[src/rtl/fx_bus_master.sv]
// fx_bus_master: parses host command bytes into fx bus write/read strobes and returns read data bytes
module fx_bus_master #(
  parameter int TIMEOUT_CYC = 1000000,
  parameter int TO_W        = 20
) (
  input  logic        clk_sys,
  input  logic        rst_n,
  input  logic [7:0]  rx_data,
  input  logic        rx_vld,
  output logic        rx_rdy,
  output logic [7:0]  tx_data,
  output logic        tx_vld,
  input  logic        tx_rdy,
  output logic [21:0] fx_waddr,
  output logic        fx_wr,
  output logic [7:0]  fx_data,
  output logic        fx_rd,
  output logic [21:0] fx_raddr,
  input  logic [7:0]  fx_q,
  output logic        busy,
  output logic        err_opcode,
  output logic        err_timeout
);
  typedef enum logic [3:0] {IDLE, ADDR2, ADDR1, ADDR0, LEN, WDATA, RD_ISSUE, RD_WAIT, RD_SEND} state_t;
  localparam logic [TO_W-1:0] TO_MAX = TO_W'(TIMEOUT_CYC - 1);
  state_t state_q, state_d;
  logic wr_op_q, wr_op_d;
  logic [5:0] dev_q, dev_d;
  logic [15:0] reg_q, reg_d;
  logic [8:0] cnt_q, cnt_d;
  logic [TO_W-1:0] to_q, to_d;
  logic rx_rdy_q, rx_rdy_d, busy_q, busy_d;
  logic [7:0] tx_data_q, tx_data_d, fx_data_q, fx_data_d;
  logic tx_vld_q, tx_vld_d, fx_wr_q, fx_wr_d, fx_rd_q, fx_rd_d;
  logic [21:0] fx_waddr_q, fx_waddr_d, fx_raddr_q, fx_raddr_d;
  logic err_op_q, err_op_d, err_to_q, err_to_d;
  logic acc, timed;
  always_comb begin
    acc = rx_vld & rx_rdy_q;
    timed = state_q inside {ADDR2, ADDR1, ADDR0, LEN, WDATA};
    state_d = state_q;
    wr_op_d = wr_op_q;
    dev_d = dev_q;
    reg_d = reg_q;
    cnt_d = cnt_q;
    to_d = '0;
    tx_data_d = tx_data_q;
    tx_vld_d = tx_vld_q;
    fx_waddr_d = fx_waddr_q;
    fx_wr_d = 1'b0;
    fx_data_d = fx_data_q;
    err_op_d = 1'b0;
    err_to_d = 1'b0;
    case (state_q)
      IDLE: if (acc) begin
        if (rx_data == 8'h57 || rx_data == 8'h52) begin
          wr_op_d = rx_data == 8'h57;
          state_d = ADDR2;
        end else err_op_d = 1'b1;
      end
      ADDR2: if (acc) begin
        dev_d = rx_data[5:0];
        state_d = ADDR1;
      end
      ADDR1: if (acc) begin
        reg_d[15:8] = rx_data;
        state_d = ADDR0;
      end
      ADDR0: if (acc) begin
        reg_d[7:0] = rx_data;
        state_d = LEN;
      end
      LEN: if (acc) begin
        cnt_d = {rx_data == 8'd0, rx_data};
        state_d = wr_op_q ? WDATA : RD_ISSUE;
      end
      WDATA: if (acc) begin
        fx_wr_d = 1'b1;
        fx_data_d = rx_data;
        fx_waddr_d = {dev_q, reg_q};
        reg_d = reg_q + 16'd1;
        cnt_d = cnt_q - 9'd1;
        state_d = cnt_q == 9'd1 ? IDLE : WDATA;
      end
      RD_ISSUE: state_d = RD_WAIT;
      RD_WAIT: begin
        tx_data_d = fx_q;
        tx_vld_d = 1'b1;
        state_d = RD_SEND;
      end
      RD_SEND: if (tx_rdy) begin
        tx_vld_d = 1'b0;
        cnt_d = cnt_q - 9'd1;
        reg_d = cnt_q == 9'd1 ? reg_q : reg_q + 16'd1;
        state_d = cnt_q == 9'd1 ? IDLE : RD_ISSUE;
      end
      default: state_d = IDLE;
    endcase
    // an accepted byte always wins over the timeout on the same edge
    if (timed && !acc) begin
      if (to_q == TO_MAX) begin
        state_d = IDLE;
        err_to_d = 1'b1;
      end else to_d = to_q + 1'b1;
    end
    fx_rd_d = state_d == RD_ISSUE;
    fx_raddr_d = state_d == RD_ISSUE ? {dev_d, reg_d} : fx_raddr_q;
    rx_rdy_d = state_d inside {IDLE, ADDR2, ADDR1, ADDR0, LEN, WDATA};
    busy_d = state_d != IDLE;
  end
  always_ff @(posedge clk_sys or negedge rst_n) begin
    if (!rst_n) begin
      state_q <= IDLE;
      wr_op_q <= 1'b0;
      dev_q <= '0;
      reg_q <= '0;
      cnt_q <= '0;
      to_q <= '0;
      rx_rdy_q <= 1'b0;
      busy_q <= 1'b0;
      tx_data_q <= '0;
      tx_vld_q <= 1'b0;
      fx_waddr_q <= '0;
      fx_wr_q <= 1'b0;
      fx_data_q <= '0;
      fx_rd_q <= 1'b0;
      fx_raddr_q <= '0;
      err_op_q <= 1'b0;
      err_to_q <= 1'b0;
    end else begin
      state_q <= state_d;
      wr_op_q <= wr_op_d;
      dev_q <= dev_d;
      reg_q <= reg_d;
      cnt_q <= cnt_d;
      to_q <= to_d;
      rx_rdy_q <= rx_rdy_d;
      busy_q <= busy_d;
      tx_data_q <= tx_data_d;
      tx_vld_q <= tx_vld_d;
      fx_waddr_q <= fx_waddr_d;
      fx_wr_q <= fx_wr_d;
      fx_data_q <= fx_data_d;
      fx_rd_q <= fx_rd_d;
      fx_raddr_q <= fx_raddr_d;
      err_op_q <= err_op_d;
      err_to_q <= err_to_d;
    end
  end
  assign rx_rdy = rx_rdy_q;
  assign busy = busy_q;
  assign tx_data = tx_data_q;
  assign tx_vld = tx_vld_q;
  assign fx_waddr = fx_waddr_q;
  assign fx_wr = fx_wr_q;
  assign fx_data = fx_data_q;
  assign fx_rd = fx_rd_q;
  assign fx_raddr = fx_raddr_q;
  assign err_opcode = err_op_q;
  assign err_timeout = err_to_q;
endmodule

[config.mk]
export PLATFORM = sky130hd
export DESIGN_NAME = fx_bus_master
export DESIGN_NICKNAME = d
export VERILOG_FILES = /design/src/rtl/fx_bus_master.sv
export SDC_FILE = /design/constraint.sdc
export NUM_CORES = 1
export LEC_CHECK = 0
export CAP_MARGIN = 0
export CORE_MARGIN = 2
export CORE_UTILIZATION = 54
export DETAILED_ROUTE_END_ITERATION = 10
export GPL_TIMING_DRIVEN = 0
export PLACE_DENSITY = 0.79
export SYNTH_ARGS = -nofsm -noshare
export SYNTH_HDL_FRONTEND = slang
export SYNTH_SLANG_ARGS = --single-unit
[constraint.sdc]
create_clock -name clk_sys -period 2.9 [get_ports clk_sys]
set_input_delay 0.725 -clock clk_sys [delete_from_list [all_inputs] [get_ports clk_sys]]
set_output_delay 0.725 -clock clk_sys [all_outputs]
set_load 0.005 [all_outputs]
==> results of run 1 <==
metrics by stage:
stage               hold slack [ns]  std cells  area, um2  worst slack [ns]  utilization
detailed placement            0.460        859       6970           -0.0892        0.646
floorplan                     0.429        634       5920             0.756            -
CTS                           0.179        891       7630             0.412        0.707
global placement              0.442        858       6940             -3.55        0.643
global route                  0.196        891       7630             0.124        0.707
finish                        0.165        891       7630             0.386        0.707
flip-flops by register name, summed over array words and instances, names as in the netlist:
name,count
fx_raddr,22
fx_waddr,22
to_q,20
reg_q,16
cnt_q,9
fx_data,8
tx_data,8
dev_q,6
state_q,4
busy,1
err_opcode,1
err_timeout,1
fx_rd,1
fx_wr,1
rx_rdy,1
tx_vld,1
wr_op_q,1
power by group through the flow:
stage	sequential, W	combinational [W]	clock [W]
floorplan	0.00279	0.00137	0
global placement	0.00281	0.00258	0
detailed placement	0.00285	0.00264	0
CTS	0.00284	0.00268	0.00241
global route	0.00292	0.00295	0.00249
finish	0.00285	0.00268	0.00239
routing by layer:
layer | share of wire | vias to the layer above | routed length (um) | track usage
met1 | 0.43 | 2548 | 6860 | 0.372
met2 | 0.48 | 196 | 7750 | 0.466
met5 | 0 | - | 0 | 0
li1 | - | 2420 | - | -
met3 | 0.065 | 31 | 1040 | 0.0741
met4 | 0.027 | 0 | 442 | 0.117
Yosys cell counts, drive strengths merged (3+ instances only):
library cell | count | share of area
nand3 | 20 | 0.017
a22oi | 7 | 0.0089
or3 | 5 | 0.0053
and3 | 8 | 0.0084
mux2i | 7 | 0.012
buf | 19 | 0.019
nor3 | 11 | 0.0093
o22ai | 8 | 0.0084
o21ai | 36 | 0.030
nand2 | 126 | 0.080
a21boi | 5 | 0.0063
a31oi | 10 | 0.011
nor2 | 85 | 0.054
inv | 12 | 0.0076
xor2 | 16 | 0.024
a21oi | 21 | 0.018
ha | 4 | 0.0084
nand4 | 9 | 0.0095
o211ai | 6 | 0.0084
nor4b | 3 | 0.0055
a211oi | 4 | 0.0051
nand2b | 3 | 0.0032
nand4b | 3 | 0.0044
or4 | 3 | 0.0038
dfrtp | 123 | 0.52
xnor2 | 6 | 0.0089
nor4 | 9 | 0.012
clkbuf | 12 | 0.0076
mux2 | 18 | 0.034
layout make-up:
class / count / area, um2
clock inverters: 11 / 215
well taps: 140 / 175
fillers: 839 / 3160
repair buffers: 85 / 870
plain buffers: 31 / 160
clock buffers: 21 / 449
inverters: 13 / 50.0
multi-input cells: 467 / 2640
flip-flops and latches: 123 / 3080
final timing paths:
| path | from | to | slack (ns) |
|---|---|---|---|
| hold reg to reg | dev_q[1] | fx_waddr[17] | 0.48 |
| setup reg to reg | state_q[0] | cnt_q[7] | 0.40 |
| setup / recovery | rx_vld | fx_waddr[21] | 0.39 |
| min in group clk_sys | dev_q[1] | fx_waddr[17] | 0.48 |
| hold / removal | rst_n | fx_raddr[7] | 0.16 |
| max in group asynchronous | rst_n | reg_q[15] | 2.03 |
cell families (layout without fill, tap and decap cells):
group                      Yosys count  after routing  share of synthesized area
DFF                                123            123                      0.520
AOI/OAI and AO/OA                  115            115                      0.123
adders and majority gates            4              4                    0.00845
xor gates and xnor gates            22             22                     0.0325
muxes                               25             25                     0.0460
and+or+nand+nor                    301            301                      0.235
buffers and inverters               44            161                     0.0355
worst max-delay path, delay by kind of cell:
family	cells	cell delay (ns)
simple gates	4	0.58
buf+inv	4	1.67
==> results by group, run 1 <==
STA
  – Final count of negative-setup-slack endpoints: 0
  – Hold violation total from the final report: 0
  – Slew Limit Headroom: 0.370
  – Actual transition at the worst max-transition pin: 0.921 ns
  – Final worst path period need: 2.51 ns
  – Worst clock skew on the final layout: 0.00891 ns
  – Total count of max-transition violations in the final report: 0
  – RSZ-0062 raised after global routing: no
  – Accumulated negative setup slack: 0 ns
  – Maximum achievable frequency: 398 MHz
  – Final period util: 0.867

Global route
  – Wire length of the first global-routing pass: 25.9 mm
  – Number of antenna violations at the first check in global routing: 0
  – Maximum number of pins on one net before global-route repair: 66
  – Global routing usage summed across all routing layers: 0.289
  – Final global-route overflow total: 0
  – Number of global-route vias before repair: 5089

Logic synthesis
  – Share of async-settable or async-resettable flops after synthesis: 1.00
  – Unique masters post-synth: 64
  – Nets in the synthesized netlist: 658
  – Ys flop type: dfrtp_1
  – Average footprint of a synthesized cell: 9.34 um2
  – Proportion of synthesized chip area in sequential cells: 0.520
  – Post-synthesis instance area: 0.00592 mm2
  – Number of flops mapped to enable cells by yosys: 0
  – Syn Inst Count: 634
  – Warning count from the yosys run: 0
  – Register bit total from synthesis: 123

Place
  – Placer Congestion: 0.975
  – Port-buffer cells: 84
  – DP Wirelength: 10.9 mm

Detailed routing
  – Routed wire length: 16.1 mm
  – Router iterations before antenna repair: 5
  – Post-detailed-route count of antenna-violating nets: 0
  – Via total after detailed routing: 5195
  – Vias per std cell: 5.83
  – Starting DRT DRC Count: 343
  – Detailed-route wire length per cell: 18.1 um
  – Drc violations: 0

Power and ir drop
  – Relative contribution of sequential cells to total power: 0.360
  – Power per standard cell area: 1040 mW/mm2
  – PnR Total Power: 0.00792 W
  – NetSw: 0.00259 W
  – Reported leakage power: 3.37 nW
  – Combinational power share: 0.338
  – Net switching share of the total power: 0.327
  – Int Power: 0.00533 W
  – Worst IR Drop VDD: 0.000516 V
  – Part of the total power dissipated in the clock network: 0.302

Critical path
  – Type of the worst setup path: primary input to register
  – Maximum fanout encountered on the critical timing path: 10
  – CP cell instances: clkdlybuf4s50_1 -> nand4b_1 -> or3_1 -> clkbuf_1 -> clkbuf_1 -> clkbuf_1 -> nand2_1 -> nand2_1
  – Most frequent cell on the critical path: clkbuf_1
  – Required time reported for the critical path endpoint: 3.36 ns
  – Biggest cell delay along the critical path: 0.49 ns
  – Endpoint type of the worst setup path: register
  – Path depth of the worst reg2reg path: 6
  – Crit path DAT: 2.97 ns
  – Sort of element at the start of the critical path: primary input
  – Critical-path cell with the highest stage delay: clkdlybuf4s50_1

CTS
  – CTS tree: done
  – Master cell of the clock root buffer: clkbuf_8
  – Hold buffer count at cts: 0
  – Bufs on Longest Clock Path: 2
  – Sink Count: 123
  – Clock latency on the worst-skew pair: 0.53 ns
  – Number of buffers added by the clock tree synthesis step: 17
  – Htree depth: 4
  – Post-CTS setup-driven buffer insertion count: 0
  – CTS clock-pin slew for the worst setup and hold paths: 0.06 ns
  – Quantity of gates resized following cts: 0

Status
  – Status: complete, no violations

Floorplanning
  – FP Rows: 38
  – Number of top-level pins: 87
  – Y dimension of the die: 109 um
  – DIE AREA: 0.0118 mm2
  – Placeable core region: 0.0108 mm2
  – Initial core utilization: 0.549
  – Width of the chip: 109 um

Job
  – Reported max-cap violation count: 0

Final layout
  – Commonest cells after routing, fill and taps aside: nand2_1 (126), dfrtp_1 (123), nor2_1 (85), clkdlybuf4s50_1 (83), o21ai_0 (33)
  – Most common cell after layout, fill and taps aside: nand2_1
  – Share of cells above drive strength 1: 0.101
  – Diodes inserted: 0
  – Post-layout net count: 762
  – Layout Area Growth over Synthesis: 28.9%

Hold path
  – Path class of the lowest-slack min-delay path: primary input to asynchronous set/reset pin
Note: power is estimated with default switching activity, not from simulation.
==> run 2, diff against run 1 <==
CORE_UTILIZATION = 38   (was 54)
PLACE_DENSITY = default   (was 0.79)
==> run 2 against run 1 <==
Compared with the run above:
- sequential cell count is the same
- clock power shrank 13%
- worst hold slack gained 0.12 ns
- via count shrank 1.0%
- utilization shrank 21 points
- cell count grew 5.4%
- largest cell class unchanged
==> results by group, run 2 (synthesis gave the netlist of run 1 again) <==
Status
  – Status: complete, no violations (unchanged)

Detailed routing
  – Metal3 WL: 883 um (was 1.04 mm)
  – Routed wl met2: 8.06 mm (was 7.75 mm)
  – Drc violations: 0 (unchanged)
  – Starting DRT DRC Count: 495 (was 343)
  – Routed wire length: 16.5 mm (was 16.1 mm)
  – Vias per std cell: 5.47 (was 5.83)
  – DRT met1 WL: 7.12 mm (was 6.86 mm)
  – Detailed-route wire length per cell: 17.6 um (was 18.1 um)
  – Via total after detailed routing: 5141 (was 5195)
  – Router iterations before antenna repair: 5 (unchanged)
  – Uppermost signal routing layer after detailed routing: met4 (unchanged)
  – Post-detailed-route count of antenna-violating nets: 0 (unchanged)

Final layout
  – Post-layout net count: 762 (unchanged)
  – Fillers: 1453 (was 839)
  – Commonest cells after routing, fill and taps aside: nand2_1 (126), dfrtp_1 (123), nor2_1 (85), clkdlybuf4s50_1 (83), o21ai_0 (33) (unchanged)
  – Share of cells above drive strength 1: 0.103 (was 0.101)
  – Most common cell after layout, fill and taps aside: nand2_1 (unchanged)
  – Diodes inserted: 0 (unchanged)
  – Count of non-filler cells in the finished layout: 939 (was 891)
  – Finished Cell Area: 0.00761 mm2 (was 0.00763 mm2)
  – Layout Area Growth over Synthesis: 28.4% (was 28.9%)

Power and ir drop
  – Net switching share of the total power: 0.338 (was 0.327)
  – Relative contribution of sequential cells to total power: 0.376 (was 0.360)
  – Int Power: 0.00501 W (was 0.00533 W)
  – Combinational power share: 0.351 (was 0.338)
  – Worst IR Drop VDD: 0.000435 V (was 0.000516 V)
  – NetSw: 0.00256 W (was 0.00259 W)
  – Part of the total power dissipated in the clock network: 0.273 (was 0.302)
  – Power per standard cell area: 995 mW/mm2 (was 1040 mW/mm2)
  – Reported leakage power: 3.33 nW (was 3.37 nW)

CTS
  – Htree depth: 4 (unchanged)
  – Number of buffers added by the clock tree synthesis step: 17 (unchanged)
  – Master cell of the clock root buffer: clkbuf_16 (was clkbuf_8)
  – Sink Count: 123 (unchanged)
  – Bufs on Longest Clock Path: 2 (unchanged)
  – CTS tree: done (unchanged)
  – Quantity of gates resized following cts: 0 (unchanged)
  – Clock latency on the worst-skew pair: 0.43 ns (was 0.53 ns)
  – CTS clock-pin slew for the worst setup and hold paths: 0.05 ns (was 0.06 ns)
  – Hold buffer count at cts: 0 (unchanged)
  – Post-CTS setup-driven buffer insertion count: 0 (unchanged)

Critical path
  – Most frequent cell on the critical path: clkbuf_1 (unchanged)
  – Sort of element at the start of the critical path: primary input (unchanged)
  – CP cell instances: clkdlybuf4s50_1 -> nand4b_1 -> or3_1 -> clkbuf_1 -> clkbuf_1 -> clkbuf_1 -> nand2_1 -> nand2_1 (unchanged)
  – Crit path DAT: 2.99 ns (was 2.97 ns)
  – Type of the worst setup path: primary input to register (unchanged)
  – Maximum fanout encountered on the critical timing path: 10 (unchanged)
  – Required time reported for the critical path endpoint: 3.26 ns (was 3.36 ns)
  – Critical-path cell with the highest stage delay: clkdlybuf4s50_1 (unchanged)
  – Endpoint type of the worst setup path: register (unchanged)
  – Cell family contributing the most delay on the critical path: buffers and inverters (unchanged)
  – Biggest cell delay along the critical path: 0.50 ns (was 0.49 ns)
  – Number of buffer and inverter instances along the worst setup path: 4 (unchanged)

STA
  – Final worst path period need: 2.63 ns (was 2.51 ns)
  – RSZ-0062 raised after global routing: no (unchanged)
  – Final count of negative-setup-slack endpoints: 0 (unchanged)
  – Worst clock skew on the final layout: 0.0131 ns (was 0.00891 ns)
  – Hold violation total from the final report: 0 (unchanged)
  – Maximum achievable frequency: 380 MHz (was 398 MHz)
  – Final period util: 0.908 (was 0.867)
  – Total count of max-transition violations in the final report: 0 (unchanged)
  – Final setup slack of the worst path: 0.266 ns (was 0.386 ns)
  – Slew Limit Headroom: 0.456 (was 0.370)
  – Actual transition at the worst max-transition pin: 0.804 ns (was 0.921 ns)

Hold path
  – Path class of the lowest-slack min-delay path: primary input to asynchronous set/reset pin (unchanged)

Place
  – Placer Congestion: 0.912 (was 0.975)
  – DP Wirelength: 11.8 mm (was 10.9 mm)
  – Post-placement cell count: 907 (was 859)
  – Standard cell area after detailed placement: 0.00703 mm2 (was 0.00697 mm2)
  – DP Worst Slack: -0.140 ns (was -0.0892 ns)
  – Port-buffer cells: 84 (unchanged)

Job
  – Reported max-cap violation count: 0 (unchanged)

Global route
  – Number of antenna violations at the first check in global routing: 0 (unchanged)
  – Number of global-route vias before repair: 5110 (was 5089)
  – Maximum number of pins on one net before global-route repair: 68 (was 66)
  – Final global-route overflow total: 0 (unchanged)
  – Global routing usage summed across all routing layers: 0.212 (was 0.289)
  – Wire length of the first global-routing pass: 26.8 mm (was 25.9 mm)

Floorplanning
  – Placeable core region: 0.0152 mm2 (was 0.0108 mm2)
  – FP Rows: 45 (was 38)
  – Initial core utilization: 0.390 (was 0.549)
  – Number of top-level pins: 87 (unchanged)
  – Y dimension of the die: 129 um (was 109 um)
  – DIE AREA: 0.0166 mm2 (was 0.0118 mm2)
  – Width of the chip: 129 um (was 109 um)
==> run 2: changes by cell type in the layout (fill, tap and decap cells not counted), sizes merged <==
| cell | previous run | this run |
|---|---|---|
| bufinv | 6 | 2 |
| clkbuf | 33 | 32 |
| clkinv | 5 | 6 |
| clkinvlp | 1 | 5 |
==> run 2: per-stage QoR <==
stage / util / hold WS (ns) / TNS (ns) / power, W
2_1_floorplan: - / 0.429 / 0 / 0.00415
3_3_place_gp: 0.460 / 0.443 / -454.41 / 0.00547
3_5_place_dp: 0.462 / 0.453 / -2.72 / 0.00554
4_1_cts: 0.500 / 0.312 / 0 / 0.00764
5_1_grt: 0.500 / 0.337 / 0 / 0.00809
6_report: 0.500 / 0.283 / 0 / 0.00757
==> run 2: power by group through the flow <==
stage | clock network (W) | registers (W) | logic (W)
3_5_place_dp | 0 | 0.00288 | 0.00266
6_report | 0.00207 | 0.00285 | 0.00266
5_1_grt | 0.00220 | 0.00294 | 0.00295
2_1_floorplan | 0 | 0.00279 | 0.00137
4_1_cts | 0.00211 | 0.00285 | 0.00268
3_3_place_gp | 0 | 0.00285 | 0.00261
==> run 2: area by class of cell <==
cell class	instances	area, um2	share of cell area
Timing Repair Buffer	85	870	0.114
Sequential cell	123	3080	0.405
Clock inverter	12	123	0.0161
Buffer	31	160	0.0211
Tap cell	188	235	0.0309
Clock buffer	20	457	0.0600
Inverter	13	50.0	0.00658
Multi-Input combinational cell	467	2640	0.346
==> run 2: worst paths after layout <==
path,startpoint,end,slack (ns),depth (start not counted)
setup / recovery,rx_vld,fx_data[0],0.27,8
hold / removal,rst_n,fx_waddr[1],0.28,1
setup reg to reg,state_q[2],cnt_q[3],0.38,7
hold reg to reg,dev_q[1],fx_waddr[17],0.46,2
max in group asynchronous,rst_n,cnt_q[2],1.92,2
min in group clk_sys,dev_q[1],fx_waddr[17],0.46,2
==> run 2: per-layer routing <==
layer | up-vias | GRT usage
li1 | 2427 | -
met2 | 170 | 0.354
met1 | 2500 | 0.264
met5 | - | 0
met3 | 44 | 0.0532
met4 | 0 | 0.0863
==> run 3, diff against run 2 <==
CORE_MARGIN = 5   (was 2)
==> run 3 against run 2 <==
Compared with the run above:
- cell area grew 0.71%
- cell count grew 2.3%
- sequential power is essentially flat
- critical path type is now register to register
- highest routed layer unchanged
==> results by group, run 3 (synthesis gave the netlist of run 1 again) <==
Status
  – Status: complete, no violations (unchanged)

STA
  – Final worst hold slack: 0.239 ns (was 0.283 ns)
  – Final period util: 0.967 (was 0.908)
  – Actual transition at the worst max-transition pin: 1.02 ns (was 0.804 ns)
  – Final count of negative-setup-slack endpoints: 0 (unchanged)
  – Maximum achievable frequency: 357 MHz (was 380 MHz)
  – Slew Limit Headroom: 0.307 (was 0.456)
  – Final worst path period need: 2.80 ns (was 2.63 ns)
  – Worst clock skew on the final layout: 0.0100 ns (was 0.0131 ns)
  – RSZ-0062 raised after global routing: no (unchanged)
  – Hold violation total from the final report: 0 (unchanged)
  – Total count of max-transition violations in the final report: 0 (unchanged)

Job
  – Reported max-cap violation count: 0 (unchanged)

Final layout
  – Share of cells above drive strength 1: 0.0987 (was 0.103)
  – Post-layout net count: 762 (unchanged)
  – Count of non-filler cells in the finished layout: 961 (was 939)
  – Commonest cells after routing, fill and taps aside: nand2_1 (126), dfrtp_1 (123), nor2_1 (85), clkdlybuf4s50_1 (83), o21ai_0 (33) (unchanged)
  – Most common cell after layout, fill and taps aside: nand2_1 (unchanged)
  – Diodes inserted: 0 (unchanged)
  – Core Util, Final: 0.502 (was 0.500)
  – Layout Area Growth over Synthesis: 29.3% (was 28.4%)

Detailed routing
  – Routed wire length: 17.0 mm (was 16.5 mm)
  – Router iterations before antenna repair: 7 (was 5)
  – Post-detailed-route count of antenna-violating nets: 0 (unchanged)
  – Drc violations: 0 (unchanged)
  – Via total after detailed routing: 5065 (was 5141)
  – Vias per std cell: 5.27 (was 5.47)
  – Starting DRT DRC Count: 374 (was 495)
  – Detailed-route wire length per cell: 17.7 um (was 17.6 um)

CTS
  – Bufs on Longest Clock Path: 2 (unchanged)
  – Master cell of the clock root buffer: clkbuf_16 (unchanged)
  – Number of buffers added by the clock tree synthesis step: 17 (unchanged)
  – Sink Count: 123 (unchanged)
  – CTS clock-pin slew for the worst setup and hold paths: 0.05 ns (about the same)
  – Post-CTS setup-driven buffer insertion count: 0 (unchanged)
  – Htree depth: 4 (unchanged)
  – Quantity of gates resized following cts: 0 (unchanged)
  – Clock latency on the worst-skew pair: 0.42 ns (was 0.43 ns)
  – CTS tree: done (unchanged)
  – Hold buffer count at cts: 0 (unchanged)

Critical path
  – Biggest cell delay along the critical path: 0.90 ns (was 0.50 ns)
  – Crit path DAT: 3.07 ns (was 2.99 ns)
  – Number of logic stages on the critical path including buffering: 6 (was 8)
  – Critical-path cell with the highest stage delay: nor4b_1 (was clkdlybuf4s50_1)
  – Maximum fanout encountered on the critical timing path: 10 (unchanged)
  – Path depth of the worst reg2reg path: 6 (was 7)
  – Cell family contributing the most delay on the critical path: simple AND/OR/NAND/NOR gates (was buffers and inverters)
  – Number of buffer and inverter instances along the worst setup path: 2 (was 4)
  – CP cell instances: buf_2 -> nor4b_1 -> nor2_1 -> clkbuf_1 -> a211oi_1 -> a21oi_1 (was clkdlybuf4s50_1 -> nand4b_1 -> or3_1 -> clkbuf_1 -> clkbuf_1 -> clkbuf_1 -> nand2_1 -> nand2_1)
  – Sort of element at the start of the critical path: register (was primary input)
  – Endpoint type of the worst setup path: register (unchanged)
  – Required time reported for the critical path endpoint: 3.17 ns (was 3.26 ns)
  – Type of the worst setup path: register to register (was primary input to register)

Global route
  – Number of global-route vias before repair: 5159 (was 5110)
  – Final global-route overflow total: 0 (unchanged)
  – Global routing usage summed across all routing layers: 0.196 (was 0.212)
  – Wire length of the first global-routing pass: 27.6 mm (was 26.8 mm)
  – Number of antenna violations at the first check in global routing: 0 (unchanged)
  – Maximum number of pins on one net before global-route repair: 74 (was 68)

Floorplanning
  – Y dimension of the die: 135 um (was 129 um)
  – Number of top-level pins: 87 (unchanged)
  – Placeable core region: 0.0153 mm2 (was 0.0152 mm2)
  – FP Rows: 45 (unchanged)
  – Initial core utilization: 0.388 (was 0.390)
  – Width of the chip: 135 um (was 129 um)
  – DIE AREA: 0.0182 mm2 (was 0.0166 mm2)

Place
  – Post-placement cell count: 930 (was 907)
  – DP Wirelength: 12.2 mm (was 11.8 mm)
  – Placer Congestion: 0.985 (was 0.912)
  – Port-buffer cells: 84 (unchanged)

Power and ir drop
  – Worst IR Drop VDD: 0.000622 V (was 0.000435 V)
  – Reported leakage power: 3.35 nW (was 3.33 nW)
  – Power per standard cell area: 1000 mW/mm2 (was 995 mW/mm2)

Hold path
  – Path class of the lowest-slack min-delay path: primary input to asynchronous set/reset pin (unchanged)
==> run 3: cell count changes in the layout (fill, tap and decap cells not counted) <==
cell,delta
clkbuf_8,+2
clkbuf_1,+2
clkinvlp_4,-4
clkinv_2,-2
bufinv_16,+1
==> run 3: through the flow <==
stage	power [W]	worst slack (ns)	area [um2]	setup TNS (ns)
floorplan	0.00415	0.756	5920	0
global placement	0.00548	-3.62	7030	-445.51
detailed placement	0.00557	-0.175	7060	-2.52
CTS	0.00776	0.247	7660	0
global route	0.00821	0.0437	7660	0
finish	0.00769	0.0969	7660	0
==> run 3: cell type report <==
| class | instances | area [um2] |
|---|---|---|
| clock inverters | 7 | 113 |
| repair buffers | 85 | 870 |
| fillers | 1448 | 7600 |
| clock buffers | 24 | 492 |
| inverters | 13 | 50.0 |
| plain buffers | 31 | 160 |
| multi-input cells | 467 | 2640 |
| flip-flops and latches | 123 | 3080 |
| well taps | 211 | 264 |
==> run 3: final timing paths <==
path / to / from / slack [ns]
worst max-delay path: cnt_q[1] / state_q[2] / 0.1
worst min-delay path: fx_rd / rst_n / 0.24
worst max register to register: cnt_q[1] / state_q[2] / 0.1
worst min register to register: fx_waddr[19] / dev_q[3] / 0.47
max in group asynchronous: cnt_q[2] / rst_n / 1.93
min in group clk_sys: fx_waddr[19] / dev_q[3] / 0.47
==> run 3: report_power, final <==
part / switching (W) / internal [W]
clock network: 0.000735 / 0.00143
registers: 0.000507 / 0.00234
logic: 0.00130 / 0.00137
==> run 3: metal layers <==
| metal | vias up | GRT usage | routed length, um |
|---|---|---|---|
| met2 | 139 | 0.322 | 8300 |
| met5 | - | 0 | 0 |
| met1 | 2477 | 0.243 | 7450 |
| met3 | 29 | 0.0604 | 905 |
| met4 | 0 | 0.0752 | 369 |
| li1 | 2420 | - | - |
==> run 3: worst register-to-register path: stages (launching register included) <==
cell and delay (ns):
dfrtp_1 0.40, buf_2 0.19, nor4b_1 0.90, nor2_1 0.48, clkbuf_1 0.33, a211oi_1 0.29
a21oi_1 0.07
